**src/rtl/seg_pkg.sv**
```systemverilog
// rtl/seg_pkg.sv - shared constants, glyph table and FSM state type for seven_seg_capture
package seg_pkg;
  localparam int SEG_A  = 0;
  localparam int SEG_B  = 1;
  localparam int SEG_C  = 2;
  localparam int SEG_D  = 3;
  localparam int SEG_E  = 4;
  localparam int SEG_F  = 5;
  localparam int SEG_G  = 6;
  localparam int SEG_DP = 7;

  // Active-high segment patterns g..a, indexed by hex value
  localparam logic [6:0] GLYPH [16] = '{
    7'h3F, 7'h06, 7'h5B, 7'h4F, 7'h66, 7'h6D, 7'h7D, 7'h07,
    7'h7F, 7'h6F, 7'h77, 7'h7C, 7'h39, 7'h5E, 7'h79, 7'h71
  };

  typedef enum logic [1:0] {IDLE, SETTLE, HELD} cap_state_t;
endpackage

```
**src/rtl/seg_glyph_decode.sv**
```systemverilog
// rtl/seg_glyph_decode.sv - maps an active-high 7-segment pattern back to its hex value
module seg_glyph_decode
  import seg_pkg::*;
(
  input  logic [6:0] pattern_i,
  output logic [3:0] value_o,
  output logic       legal_o
);

  always_comb begin
    value_o = '0;
    legal_o = 1'b0;
    for (int i = 0; i < 16; i++) begin
      if (pattern_i == GLYPH[i]) begin
        value_o = 4'(i);
        legal_o = 1'b1;
      end
    end
  end

endmodule

```
**src/rtl/seven_seg_capture.sv**
```systemverilog
// rtl/seven_seg_capture.sv - samples a multiplexed active-low 7-seg bus and rebuilds the frame
module seven_seg_capture
  import seg_pkg::*;
#(
  parameter int DIGITS        = 4,
  parameter int STABLE_CYCLES = 4
) (
  input  logic                  clk,
  input  logic                  rst,
  input  logic [DIGITS-1:0]     an_n,
  input  logic [7:0]            seg_n,
  output logic [4*DIGITS-1:0]   hex_out,
  output logic [DIGITS-1:0]     dp_out,
  output logic [DIGITS-1:0]     digit_err,
  output logic                  frame_valid,
  output logic [DIGITS-1:0]     capture_mask
);

  localparam logic [7:0] CNT_DONE = 8'(STABLE_CYCLES - 1);

  logic [DIGITS-1:0]   an_meta_q, an_sync_q, an_prev_q;
  logic [7:0]          seg_meta_q, seg_sync_q, seg_prev_q;
  logic [7:0]          cnt_q, cnt_d;
  cap_state_t          state_q, state_d;
  logic [4*DIGITS-1:0] sh_hex_q, sh_hex_d, hex_q, hex_d;
  logic [DIGITS-1:0]   sh_dp_q, sh_dp_d, dp_q, dp_d;
  logic [DIGITS-1:0]   sh_err_q, sh_err_d, err_q, err_d;
  logic [DIGITS-1:0]   mask_q, mask_d;
  logic                fv_q;

  logic [DIGITS-1:0] an_act;
  logic              sel_ok, changed, capture, complete;
  logic [3:0]        glyph_value;
  logic              glyph_legal;

  assign an_act   = ~an_sync_q;
  assign sel_ok   = $onehot(an_act);
  assign changed  = {an_sync_q, seg_sync_q} != {an_prev_q, seg_prev_q};
  assign complete = &mask_q;

  seg_glyph_decode u_decode (
    .pattern_i (~seg_sync_q[SEG_G:SEG_A]),
    .value_o   (glyph_value),
    .legal_o   (glyph_legal)
  );

  always_comb begin
    cnt_d = cnt_q;
    if (changed || !sel_ok) begin
      cnt_d = '0;
    end else if (cnt_q != 8'hFF) begin
      cnt_d = cnt_q + 8'd1;
    end
  end

  // Capture fires on the sample that completes the run, so edge-to-capture is 2 + STABLE_CYCLES
  always_comb begin
    state_d = state_q;
    capture = 1'b0;
    case (state_q)
      IDLE: begin
        if (sel_ok) state_d = SETTLE;
      end
      SETTLE: begin
        if (!sel_ok) begin
          state_d = IDLE;
        end else if (cnt_d >= CNT_DONE) begin
          state_d = HELD;
          capture = 1'b1;
        end
      end
      HELD: begin
        if (changed) state_d = sel_ok ? SETTLE : IDLE;
      end
      default: state_d = IDLE;
    endcase
  end

  always_comb begin
    sh_hex_d = sh_hex_q;
    sh_dp_d  = sh_dp_q;
    sh_err_d = sh_err_q;
    mask_d   = complete ? '0 : mask_q;
    hex_d    = hex_q;
    dp_d     = dp_q;
    err_d    = err_q;
    for (int k = 0; k < DIGITS; k++) begin
      if (capture && an_act[k]) begin
        sh_hex_d[4*k +: 4] = glyph_legal ? glyph_value : 4'h0;
        sh_err_d[k]        = ~glyph_legal;
        sh_dp_d[k]         = ~seg_sync_q[SEG_DP];
        mask_d[k]          = 1'b1;
      end
    end
    if (complete) begin
      hex_d = sh_hex_q;
      dp_d  = sh_dp_q;
      err_d = sh_err_q;
    end
  end

  always_ff @(posedge clk or posedge rst) begin
    if (rst) begin
      an_meta_q  <= '0;
      an_sync_q  <= '0;
      an_prev_q  <= '0;
      seg_meta_q <= '0;
      seg_sync_q <= '0;
      seg_prev_q <= '0;
      cnt_q      <= '0;
      state_q    <= IDLE;
      sh_hex_q   <= '0;
      sh_dp_q    <= '0;
      sh_err_q   <= '0;
      mask_q     <= '0;
      hex_q      <= '0;
      dp_q       <= '0;
      err_q      <= '0;
      fv_q       <= 1'b0;
    end else begin
      an_meta_q  <= an_n;
      an_sync_q  <= an_meta_q;
      an_prev_q  <= an_sync_q;
      seg_meta_q <= seg_n;
      seg_sync_q <= seg_meta_q;
      seg_prev_q <= seg_sync_q;
      cnt_q      <= cnt_d;
      state_q    <= state_d;
      sh_hex_q   <= sh_hex_d;
      sh_dp_q    <= sh_dp_d;
      sh_err_q   <= sh_err_d;
      mask_q     <= mask_d;
      hex_q      <= hex_d;
      dp_q       <= dp_d;
      err_q      <= err_d;
      fv_q       <= complete;
    end
  end

  assign hex_out      = hex_q;
  assign dp_out       = dp_q;
  assign digit_err    = err_q;
  assign frame_valid  = fv_q;
  assign capture_mask = mask_q;

endmodule
```
**config.mk**
```make
export PLATFORM = sky130hd
export DESIGN_NAME = seven_seg_capture
export DESIGN_NICKNAME = d
export VERILOG_FILES = /design/src/rtl/seg_pkg.sv /design/src/rtl/seg_glyph_decode.sv /design/src/rtl/seven_seg_capture.sv
export SDC_FILE = /design/constraint.sdc
export NUM_CORES = 1
export LEC_CHECK = 0
export ABC_AREA = 1
export CAP_MARGIN = 20
export CORE_ASPECT_RATIO = 0.7
export CORE_MARGIN = 5
export CORE_UTILIZATION = 68
export CTS_CLUSTER_SIZE = 10
export DETAILED_ROUTE_END_ITERATION = 10
export DONT_BUFFER_PORTS = 1
export GPL_ROUTABILITY_DRIVEN = 0
export PLACE_DENSITY = 0.95
export SYNTH_ARGS = -nofsm -noshare
export SYNTH_HDL_FRONTEND = slang
export SYNTH_SLANG_ARGS = --single-unit
```
**constraint.sdc**
```tcl
create_clock -name clk -period 9.9 [get_ports clk]
set_input_delay 2.475 -clock clk [delete_from_list [all_inputs] [get_ports clk]]
set_output_delay 2.475 -clock clk [all_outputs]
set_load 0.05 [all_outputs]
```
**Yosys cells after proc, flatten, opt, wreduce, memory -nomap -nowiden**

Index checks and enable logic that the tools add are counted.

- Register bits: 99
- Output and inout bits: 29
- Logic and storage cells: 122
- Input port bits: 14

- Mux-type cells: 48
- $add $sub $neg: 4
- $lt $le $gt $ge: 1
- Bitwise operators: 4
- Reductions and logical operators: 13
- Eq/ne operators: 24

Operators with widths:

| cell | count |
|---|---|
| 7-bit == test, second input constant | 12 |
| 4-bit two-way mux | 10 |
| 1-bit two-way mux | 25 |
| 8-bit two-way mux | 2 |
| 7-bit by 3-bit == test with 1-bit output, second input constant | 2 |
| 7-bit by 6-bit == test with 1-bit output, second input constant | 2 |
| 2-bit two-way mux | 6 |
| 3-bit two-way mux | 4 |
| 12-bit != test | 1 |
| 8-bit by 1-bit adder with 8-bit output, second input constant | 1 |
| 8-bit by 2-bit greater-or-equal comparator with 1-bit output, second input constant | 1 |
| 8-bit != test, second input constant | 1 |
| 2-bit nonzero test | 4 |
| 7-bit inverter | 1 |
| 2-bit one-hot mux with 3 select lines | 1 |
| 1-bit by 1-bit adder with 2-bit output | 2 |
| 1-bit logical AND | 4 |
| 2-bit != test, second input constant | 2 |
| 4-bit inverter | 1 |
| 4-bit AND reduction | 1 |
| 2-bit by 2-bit adder with 3-bit output | 1 |
| 3-bit by 1-bit == test with 1-bit output, second input constant | 1 |
| 3-bit != test, second input constant | 1 |
| 3-bit AND reduction | 1 |
| 6 further kinds | 7 |

**Longest topological paths before layout**

Gate-level depths: netlist of the first run.

- Depth in word-level cells: 19
- Gate-level depth with buffers: 14

**Hierarchy**

From an unflattened synthesis of the first run, not the netlist that was laid out.

- Cells, all modules: 453
- Area, all modules: 4345.4 sq um

Modules (own cells, without submodules):

| module | sequential area each (sq um) | cells an instance | area each (sq um) | times used |
|---|---|---|---|---|
| seven_seg_capture | 2477.4 | 386 | 4010.1 | 1 |
| seg_glyph_decode | 0.0 | 67 | 335.3 | 1 |

**Worst setup path after synthesis of the first run**

Ideal clock, no wire load.

- Kind: register -> output
- Start: register mask_q[0], in the netlist capture_mask[0]
- End: output port capture_mask[0]
- Path buffers: 0
- Setup slack: 6.825 ns
- Stages on the path, launching flop included: 1
- Arrival time: 0.600 ns
- Cells stage by stage: dfrtp_1

RTL lines:

| element | line | source |
|---|---|---|
| from (decl) | seven_seg_capture.sv:28 | `logic [DIGITS-1:0] mask_q, mask_d;` |
| from (signal assigned) | seven_seg_capture.sv:132 | `mask_q <= mask_d;` |
| to (decl) | seven_seg_capture.sv:16 | `output logic [DIGITS-1:0] capture_mask` |

No word-level cell between the ends.

**Worst setup path in the final report of the first run**

- Start: register hex_q[3], in the netlist hex_out[3]
- End: output port hex_out[3]

RTL lines:

| element | line | source |
|---|---|---|
| from (decl) | seven_seg_capture.sv:25 | `logic [4*DIGITS-1:0] sh_hex_q, sh_hex_d, hex_q, hex_d;` |
| from (signal assigned) | seven_seg_capture.sv:116 | `hex_q <= '0;` |
| from (signal assigned) | seven_seg_capture.sv:133 | `hex_q <= hex_d;` |
| to (decl) | seven_seg_capture.sv:12 | `output logic [4*DIGITS-1:0] hex_out,` |

No word-level cell between the ends.

==> flow_metrics.env, run 1 <==
export IMPL_vdd_drop_max_mv=0.128
export IMPL_drv_slew=0
export IMPL_cts_root_buf="clkbuf_8"
export IMPL_async_reset_ff_frac=1.00
export IMPL_drive_gt1_frac=0.135
export IMPL_critical_path_class="reg -> out"
export IMPL_std_cell_rows=24
export IMPL_htree_levels=3
export IMPL_finalPower_w=0.000727
export IMPL_final_min_clock_period_ns=3.51
export IMPL_comb_power_share=0.067
export IMPL_p_leak_nw=2.46
export IMPL_firstDrtPassIters=6
export IMPL_syn_to_final_growth_pct=6.25
export IMPL_drc_errors=0
export IMPL_ant_nets=0
export IMPL_core_area_mm2=0.00625
export IMPL_yosysSeqAreaShare=0.567
export IMPL_syn_area_mm2=0.00437
export IMPL_syn_area_per_cell_um2=9.41
export IMPL_cts_resized=0
export IMPL_place_ws_ns=6.33
export IMPL_critPathArrivalTime_ns=1.04
export IMPL_finalCritPeriodShare=0.355
export IMPL_finalSetupTns_ns=0
export IMPL_clock_sinks=99
export IMPL_yosysMostFrequentCell="nand2_1"
export IMPL_grt_overflow=0
export IMPL_syn_inst=464
export IMPL_vias=3241
export IMPL_tightestPinTransition_ns=0.980
export IMPL_antenna_found_initial=0
export IMPL_ys_ff_latch=99
export IMPL_critPathMaxFanout=2
export IMPL_grt_max_degree=83
export IMPL_synth_top_flop_cell="dfrtp_1"
export IMPL_grtUsageTotal=0.233
export IMPL_synth_edf_count=0
export IMPL_hold_class="reg -> reg"
export IMPL_grt_setup_unrepaired="false"
export IMPL_post_cts_buffers=0
export IMPL_synth_top_area_cell="dfrtp_1"
export IMPL_dpl_hpwl_um=6270
export IMPL_yosysWarnings=0
export IMPL_p_switching_w=0.000184
export IMPL_netlist_area_leader_share=0.567
export IMPL_grt_pass1_wl_um=14900
export IMPL_die_w_um=106
export IMPL_cp_required_ns=7.43
export IMPL_drv_cap=0
export IMPL_n_antenna_cell=0
export IMPL_swShare=0.253
export IMPL_die_y_um=77.0
export IMPL_wl_met1_um=3680
export IMPL_dieArea_mm2=0.00815
export IMPL_finClkSkew_ns=0.0102
export IMPL_p_per_area_mw_per_mm2=157
export IMPL_status="complete, no violations"
export IMPL_met3WireLength_um=707
export IMPL_setup_viol=0
export IMPL_grt_pass1_vias=3086
export IMPL_start_util=0.699
export IMPL_synth_area_top_cells="dfrtp_1, nand2_1, mux2_2"
export IMPL_hold_violations=0
export IMPL_io_pins=43
export IMPL_wire_per_inst_um=16.0
export IMPL_internal_power_w=0.000543
export IMPL_top_layer="met4"
export IMPL_clk_pin_slew_ns=0.09
export IMPL_seqPwrFrac=0.578
export IMPL_ys_top_cells_by_count="nand2_1, dfrtp_1, inv_1, nand4_1, nor2_1"
export IMPL_ys_types=31
export IMPL_fillerInstances=416
export IMPL_cts_tree="done"
export IMPL_first_iter_violations=250
export IMPL_syn_nets=482
export IMPL_viasPerCell=5.87
export IMPL_clkPwrFrac=0.355
export IMPL_clock_path_buffers=2
export IMPL_rrSetupSlack_ns=6.78
export IMPL_max_clock_freq_mhz=285
export IMPL_cp_start_kind="flop"
export IMPL_nNetsFinal=487
export IMPL_cts_hold_buffers=0
export IMPL_cts_buffers=9
export IMPL_wl_met2_um=4220
export IMPL_wl_um=8820
export IMPL_place_area_mm2=0.00444
export IMPL_placement_io_buffers=0
export IMPL_relSlewSlack=0.346
export IMPL_finalInstanceArea_mm2=0.00464
export IMPL_clkLatencyLatePin_ns=0.36
export IMPL_critPathCaptureType="output port"
export IMPL_setup_ws_ns=6.39
==> sequential cells by signal (all words and copies together), names as in the netlist, 8 cells and up <==
name	count
hex_out	16
sh_hex_q	16
cnt_q	8
seg_meta_q	8
seg_prev_q	8
seg_sync_q	8
==> power groups by stage <==
| stage | clock (W) | sequential, W | combinational, W |
|---|---|---|---|
| floorplan | 0 | 0.000425 | 0.0000383 |
| global placement | 0 | 0.000427 | 0.0000450 |
| detailed placement | 0 | 0.000428 | 0.0000478 |
| CTS | 0.000262 | 0.000420 | 0.0000483 |
| global route | 0.000285 | 0.000421 | 0.0000555 |
| finish | 0.000258 | 0.000420 | 0.0000487 |
==> logic make-up after synthesis <==
logic type                 Yosys count  share of synthesized area
DFF                                 99                      0.567
AOI/OAI and AO/OA                   17                     0.0212
xor gates and xnor gates             6                     0.0120
adders and majority gates            4                     0.0132
muxes                               24                     0.0619
buffers and inverters               67                     0.0636
and+or+nand+nor                    247                      0.261
==> final timing paths <==
check | from | to | cells after the start
worst max-delay path | hex_out[3] | hex_out[3] | 0
max in group asynchronous | rst | seg_sync_q[4] | 2
worst min register to register | seg_meta_q[0] | seg_sync_q[0] | 0
worst max register to register | an_sync_q[0] | sh_hex_q[0] | 12
worst min-delay path | seg_meta_q[0] | seg_sync_q[0] | 0
min in group asynchronous | rst | dp_out[3] | 1
==> cells in the final DEF, fill, tap and decap left out, drive strengths merged <==
master / count
a21oi: 3
a31oi: 1
and3: 1
buf: 4
bufinv: 1
clkbuf: 10
clkinvlp: 3
dfrtp: 99
fa: 1
ha: 3
inv: 59
mux2: 24
nand2: 143
nand3: 25
nand3b: 2
nand4: 33
nor2: 33
nor3: 7
nor4: 3
o2111ai: 1
o211ai: 1
o21ai: 11
xnor2: 5
xor2: 1
==> per-stage QoR <==
step                utilization  hold WS, ns  instances
floorplan                     -        0.331        464
global placement          0.711        0.333        536
detailed placement        0.711        0.335        536
CTS                       0.743        0.347        552
global route              0.743        0.362        552
finish                    0.743        0.345        552
==> worst reg2reg max path, stage by stage (launching register included) <==
cell and delay [ns]:
dfrtp_1 0.48, fa_1 0.56, inv_1 0.05, ha_1 0.17, ha_1 0.28, nor3_2 0.48, nand4_1 0.19, nand2_1 0.17
nor2_4 0.07, nand2_8 0.17, nand3_2 0.21, nand2_1 0.11, nand2_1 0.06
==> area by class of cell <==
type / instances / area (um^2) / area share
inverters: 57 / 216 / 0.0467
flip-flops and latches: 99 / 2480 / 0.534
multi-input cells: 298 / 1620 / 0.349
clock buffers: 10 / 128 / 0.0275
repair buffers: 4 / 30.0 / 0.00647
clock inverters: 6 / 72.6 / 0.0156
well taps: 78 / 97.6 / 0.0210
==> metal layers <==
layer | vias to the layer above | global-route usage
met2 | 158 | 0.372
li1 | 1512 | -
met4 | 0 | 0.0750
met5 | - | 0
met1 | 1544 | 0.310
met3 | 27 | 0.0705
(Power assumes the default switching activity.)
==> inputs of run 2 (changes only) <==
- CORE_UTILIZATION: 68 -> 63
- PLACE_DENSITY: 0.95 -> 0.9
- clock period: 9.9 -> 3.3 ns (I/O delays scaled with it)
==> flow_metrics.env, run 2 (synthesis gave the netlist of run 1 again) <==
export IMPL_p_leak_nw=2.49
export IMPL_n_antenna_cell=0
export IMPL_finalSetupTns_ns=0
export IMPL_viasPerCell=5.76
export IMPL_critPathBufInv=3
export IMPL_placement_io_buffers=0
export IMPL_htree_levels=3
export IMPL_vdd_drop_max_mv=0.335
export IMPL_dpl_hpwl_um=6530
export IMPL_drv_slew=0
export IMPL_max_clock_freq_mhz=327
export IMPL_drive_gt1_frac=0.139
export IMPL_place_area_mm2=0.00448
export IMPL_grt_pass1_wl_um=14900
export IMPL_grtUsageTotal=0.223
export IMPL_hold_class="reg -> reg"
export IMPL_firstDrtPassIters=5
export IMPL_std_cell_rows=25
export IMPL_crit_chain="fa_1 > inv_1 > ha_1 > ha_1 > nor3_2 > inv_1 > nor2_2 > inv_1 > a21oi_1 > nand2_1 > nand3_1 > nand2_1 > nand2_1"
export IMPL_post_cts_buffers=0
export IMPL_final_common_cell="nand2_1"
export IMPL_cp_start_kind="flop"
export IMPL_cts_root_buf="clkbuf_8"
export IMPL_ant_nets=0
export IMPL_cp_top_family="simple AND/OR/NAND/NOR gates"
export IMPL_die_y_um=79.7
export IMPL_most_common_layout_cells="nand2_1, dfrtp_1, inv_1"
export IMPL_relSlewSlack=0.659
export IMPL_grt_setup_unrepaired="false"
export IMPL_cts_hold_buffers=0
export IMPL_cp_slowest_cell="fa_1"
export IMPL_die_w_um=110
export IMPL_grt_max_degree=62
export IMPL_fillerInstances=490
export IMPL_final_min_clock_period_ns=3.05
export IMPL_critPathMaxFanout=9
export IMPL_critPathCaptureType="flop"
export IMPL_critPathArrivalTime_ns=3.37
export IMPL_seqCellArea_mm2=0.00248
export IMPL_hold_violations=0
export IMPL_wl_um=8970
export IMPL_tightestPinTransition_ns=0.512
export IMPL_multi_input_area_mm2=0.00162
export IMPL_io_pins=43
export IMPL_p_per_area_mw_per_mm2=472
export IMPL_setup_viol=0
export IMPL_clock_sinks=99
export IMPL_grt_pass1_vias=3128
export IMPL_drv_cap=0
export IMPL_drc_errors=0
export IMPL_finalInstanceArea_mm2=0.00469
export IMPL_cts_resized=0
export IMPL_dieArea_mm2=0.00872
export IMPL_finClkSkew_ns=0.0120
export IMPL_cts_buffers=9
export IMPL_wire_per_inst_um=15.8
export IMPL_cts_tree="done"
export IMPL_core_area_mm2=0.00676
export IMPL_status="complete, no violations"
export IMPL_clk_pin_slew_ns=0.10
export IMPL_start_util=0.646
export IMPL_first_iter_violations=230
export IMPL_finalCritPeriodShare=0.926
export IMPL_cp_required_ns=3.61
export IMPL_critical_path_class="reg -> reg"
export IMPL_syn_to_final_growth_pct=7.36
export IMPL_nNetsFinal=488
export IMPL_vias=3275
export IMPL_antenna_found_initial=0
export IMPL_grt_overflow=0
export IMPL_cpPeakStageDelay_ns=0.55
export IMPL_clock_path_buffers=2
export IMPL_clkLatencyLatePin_ns=0.37
## run 2: final timing paths
path | start | end | slack (ns) | depth (start not counted)
worst max-delay path | an_sync_q[0] | state_q[1] | 0.25 | 13
worst min-delay path | an_meta_q[3] | an_sync_q[3] | 0.36 | 0
worst max register to register | an_sync_q[0] | state_q[1] | 0.25 | 13
worst min register to register | an_meta_q[3] | an_sync_q[3] | 0.36 | 0
max in group asynchronous | rst | an_prev_q[2] | 2.48 | 2
min in group asynchronous | rst | hex_out[9] | 0.40 | 2
## run 2: layout make-up
type | count | area share
timing repair buffer | 5 | 0.0107
tap | 94 | 0.0251
clock buffer | 9 | 0.0264
sequential | 99 | 0.528
clock inverter | 7 | 0.0179
inverter | 57 | 0.0464
multi-input combinational | 298 | 0.345
## run 2: worst register-to-register path: stages, from the launching register on
cell,delay [ns]
dfrtp_1,0.46
fa_1,0.55
inv_1,0.04
ha_1,0.17
ha_1,0.28
nor3_2,0.46
inv_1,0.14
nor2_2,0.28
inv_1,0.14
a21oi_1,0.17
nand2_1,0.11
nand3_1,0.10
nand2_1,0.05
nand2_1,0.05
## run 2: per-layer routing
layer / GRT usage / share of wire
met3: 0.0590 / 0.093
met5: 0 / 0
met4: 0.0747 / 0.018
met2: 0.343 / 0.47
met1: 0.309 / 0.42
## run 2: report_power, final
group	internal [W]	switching (W)
registers	0.00124	0.0000212
clock network	0.000365	0.000440
logic	0.0000356	0.000113
total	0.00164	0.000574
## run 2: stage by stage
| step | setup slack (ns) | hold WS, ns | cells | util | power [W] |
|---|---|---|---|---|---|
| 6_report | 0.245 | 0.357 | 569 | 0.694 | 0.00221 |
| 4_1_cts | 0.304 | 0.361 | 569 | 0.694 | 0.00223 |
| 5_1_grt | 0.0274 | 0.376 | 569 | 0.694 | 0.00230 |
| 3_3_place_gp | 0.448 | 0.332 | 553 | 0.663 | 0.00142 |
| 2_1_floorplan | 0.686 | 0.331 | 464 | - | 0.00139 |
| 3_5_place_dp | 0.323 | 0.338 | 553 | 0.663 | 0.00143 |
==> inputs of run 3 (changes only) <==
--- a/config.mk
+++ b/config.mk
@@ -15,4 +15,5 @@
 export DONT_BUFFER_PORTS = 1
 export GPL_ROUTABILITY_DRIVEN = 0
+export MAX_ROUTING_LAYER = met4
 export PLACE_DENSITY = 0.9
 export SYNTH_ARGS = -nofsm -noshare
==> constraint.sdc (replaced) <==
create_clock -name clk -period 3.3 [get_ports clk]
set_input_delay 0.66 -clock clk [delete_from_list [all_inputs] [get_ports clk]]
set_output_delay 0.66 -clock clk [all_outputs]
set_load 0.05 [all_outputs]
==> flow_metrics.env, run 3 (synthesis gave the netlist of run 1 again) <==
export IMPL_crit_start="an_sync_q[0]"
export IMPL_relSlewSlack=0.641
export IMPL_cts_buffers=9
export IMPL_drc_errors=0
export IMPL_clk_pin_slew_ns=0.11
export IMPL_vdd_drop_max_mv=0.374
export IMPL_tightestPinTransition_ns=0.539
export IMPL_syn_to_final_growth_pct=6.73
export IMPL_first_iter_violations=367
export IMPL_die_y_um=79.7
export IMPL_clkLatencyLatePin_ns=0.38
export IMPL_status="complete, no violations"
export IMPL_nNetsFinal=487
export IMPL_vias=3309
export IMPL_ant_nets=0
export IMPL_post_cts_buffers=0
export IMPL_cts_hold_buffers=0
export IMPL_clock_sinks=99
export IMPL_crit_end="sh_dp_q[1]"
export IMPL_seqCellArea_mm2=0.00248
export IMPL_finClkSkew_ns=0.0165
export IMPL_viasPerCell=5.83
export IMPL_grt_pass1_wl_um=15200
export IMPL_fillerInstances=499
export IMPL_core_area_mm2=0.00676
export IMPL_cts_tree="done"
export IMPL_most_common_layout_cells="nand2_1, dfrtp_1, inv_1"
export IMPL_die_w_um=110
export IMPL_grt_max_degree=57
export IMPL_cp_start_kind="flop"
export IMPL_r2r_cells=12
export IMPL_grtUsageTotal=0.236
export IMPL_htree_levels=3
export IMPL_placement_io_buffers=0
export IMPL_final_min_clock_period_ns=2.96
export IMPL_dpl_hpwl_um=6450
export IMPL_antenna_found_initial=0
export IMPL_critPathMaxFanout=28
export IMPL_critical_path_class="reg -> reg"
export IMPL_hold_violations=0
export IMPL_setup_viol=0
export IMPL_finalSetupTns_ns=0
export IMPL_drv_slew=0
export IMPL_drv_cap=0
export IMPL_dp_cells=552
export IMPL_firstDrtPassIters=5
export IMPL_finalCritPeriodShare=0.897
export IMPL_io_pins=43
export IMPL_wire_per_inst_um=16.0
export IMPL_finalNonFillerCells=568
export IMPL_n_antenna_cell=0
export IMPL_max_clock_freq_mhz=338
export IMPL_start_util=0.646
export IMPL_critPathCaptureType="flop"
export IMPL_rrSetupSlack_ns=0.34
export IMPL_cp_required_ns=3.57
export IMPL_dieArea_mm2=0.00872
export IMPL_grt_pass1_vias=3056
export IMPL_p_leak_nw=2.47
export IMPL_clock_path_buffers=2
export IMPL_r2r_end="sh_dp_q[1]"
export IMPL_final_common_cell="nand2_1"
export IMPL_multi_input_area_mm2=0.00162
export IMPL_grt_overflow=0
export IMPL_std_cell_rows=25
export IMPL_p_per_area_mw_per_mm2=458
export IMPL_hold_class="in -> async"
export IMPL_grt_setup_unrepaired="false"
export IMPL_cts_root_buf="clkbuf_8"
export IMPL_wl_um=9110
export IMPL_r2r_start="an_sync_q[0]"
export IMPL_drive_gt1_frac=0.137
export IMPL_critPathArrivalTime_ns=3.23
run 3: cell types whose count changed in the layout (fill, tap and decap cells not counted), sizes merged:
cell / before / now
buf: 5 / 4
bufinv: 1 / 0
inv: 59 / 60
run 3: worst min-delay path by stage:
stage | start | endpoint | cells past startpoint
3_3_place_gp | an_meta_q[2] | an_sync_q[2] | 0
2_1_floorplan | an_meta_q[0] | an_sync_q[0] | 0
4_1_cts | rst | hex_out[12] | 1
6_report | rst | digit_err[3] | 1
3_5_place_dp | seg_meta_q[2] | seg_sync_q[2] | 0
5_1_grt | rst | hex_out[12] | 1
run 3: layer usage:
layer,GRT usage,vias up,routed length [um]
met2,0.363,159,4330
met5,-,-,0
li1,-,1521,-
met3,0.0550,26,721
met4,0.0672,0,163
met1,0.317,1603,3890
run 3: stage by stage:
stage	setup WS [ns]	hold slack, ns	instance area, um^2	power (W)	util
3_5_place_dp	0.246	0.335	4470	0.00143	0.662
2_1_floorplan	0.0496	0.331	4370	0.00139	-
3_3_place_gp	0.453	0.333	4470	0.00142	0.662
4_1_cts	0.236	0.200	4650	0.00214	0.689
6_report	0.339	0.187	4660	0.00213	0.690
5_1_grt	0.120	0.222	4660	0.00222	0.690
run 3: what timing repair did:
| item | 4_1_cts | 5_1_grt |
|---|---|---|
| endpoints found under the hold margin | 0 | 0 |
| resized for setup | 0 | 1 |
| endpoints found under the setup margin | 0 | 3 |
run 3: cell type report:
type	count	area share
Sequential cell	99	0.532
Tap cell	94	0.0252
Inverter	57	0.0464
Clock buffer	9	0.0266
Multi-Input combinational cell	298	0.348
Timing Repair Buffer	4	0.00913
Clock inverter	7	0.0126
run 3: report_power, final:
| group | switching [W] | leakage [nW] | internal, W |
|---|---|---|---|
| clock | 0.000439 | 0.0921 | 0.000286 |
| combinational | 0.000115 | 1.08 | 0.0000366 |
| sequential | 0.0000207 | 1.30 | 0.00124 |
| total | 0.000575 | 2.47 | 0.00156 |
run 3: critical path, cell delays in order, from the launching register on:
cell     delay, ns
dfrtp_1       0.47
fa_1          0.56
inv_1         0.04
ha_1          0.18
ha_1          0.31
nor3_4        0.34
nand4_1       0.19
nand2_1       0.16
nor2_4        0.07
nand2_8       0.16
nand3_2       0.19
nand2_1       0.11
nand2_1       0.07
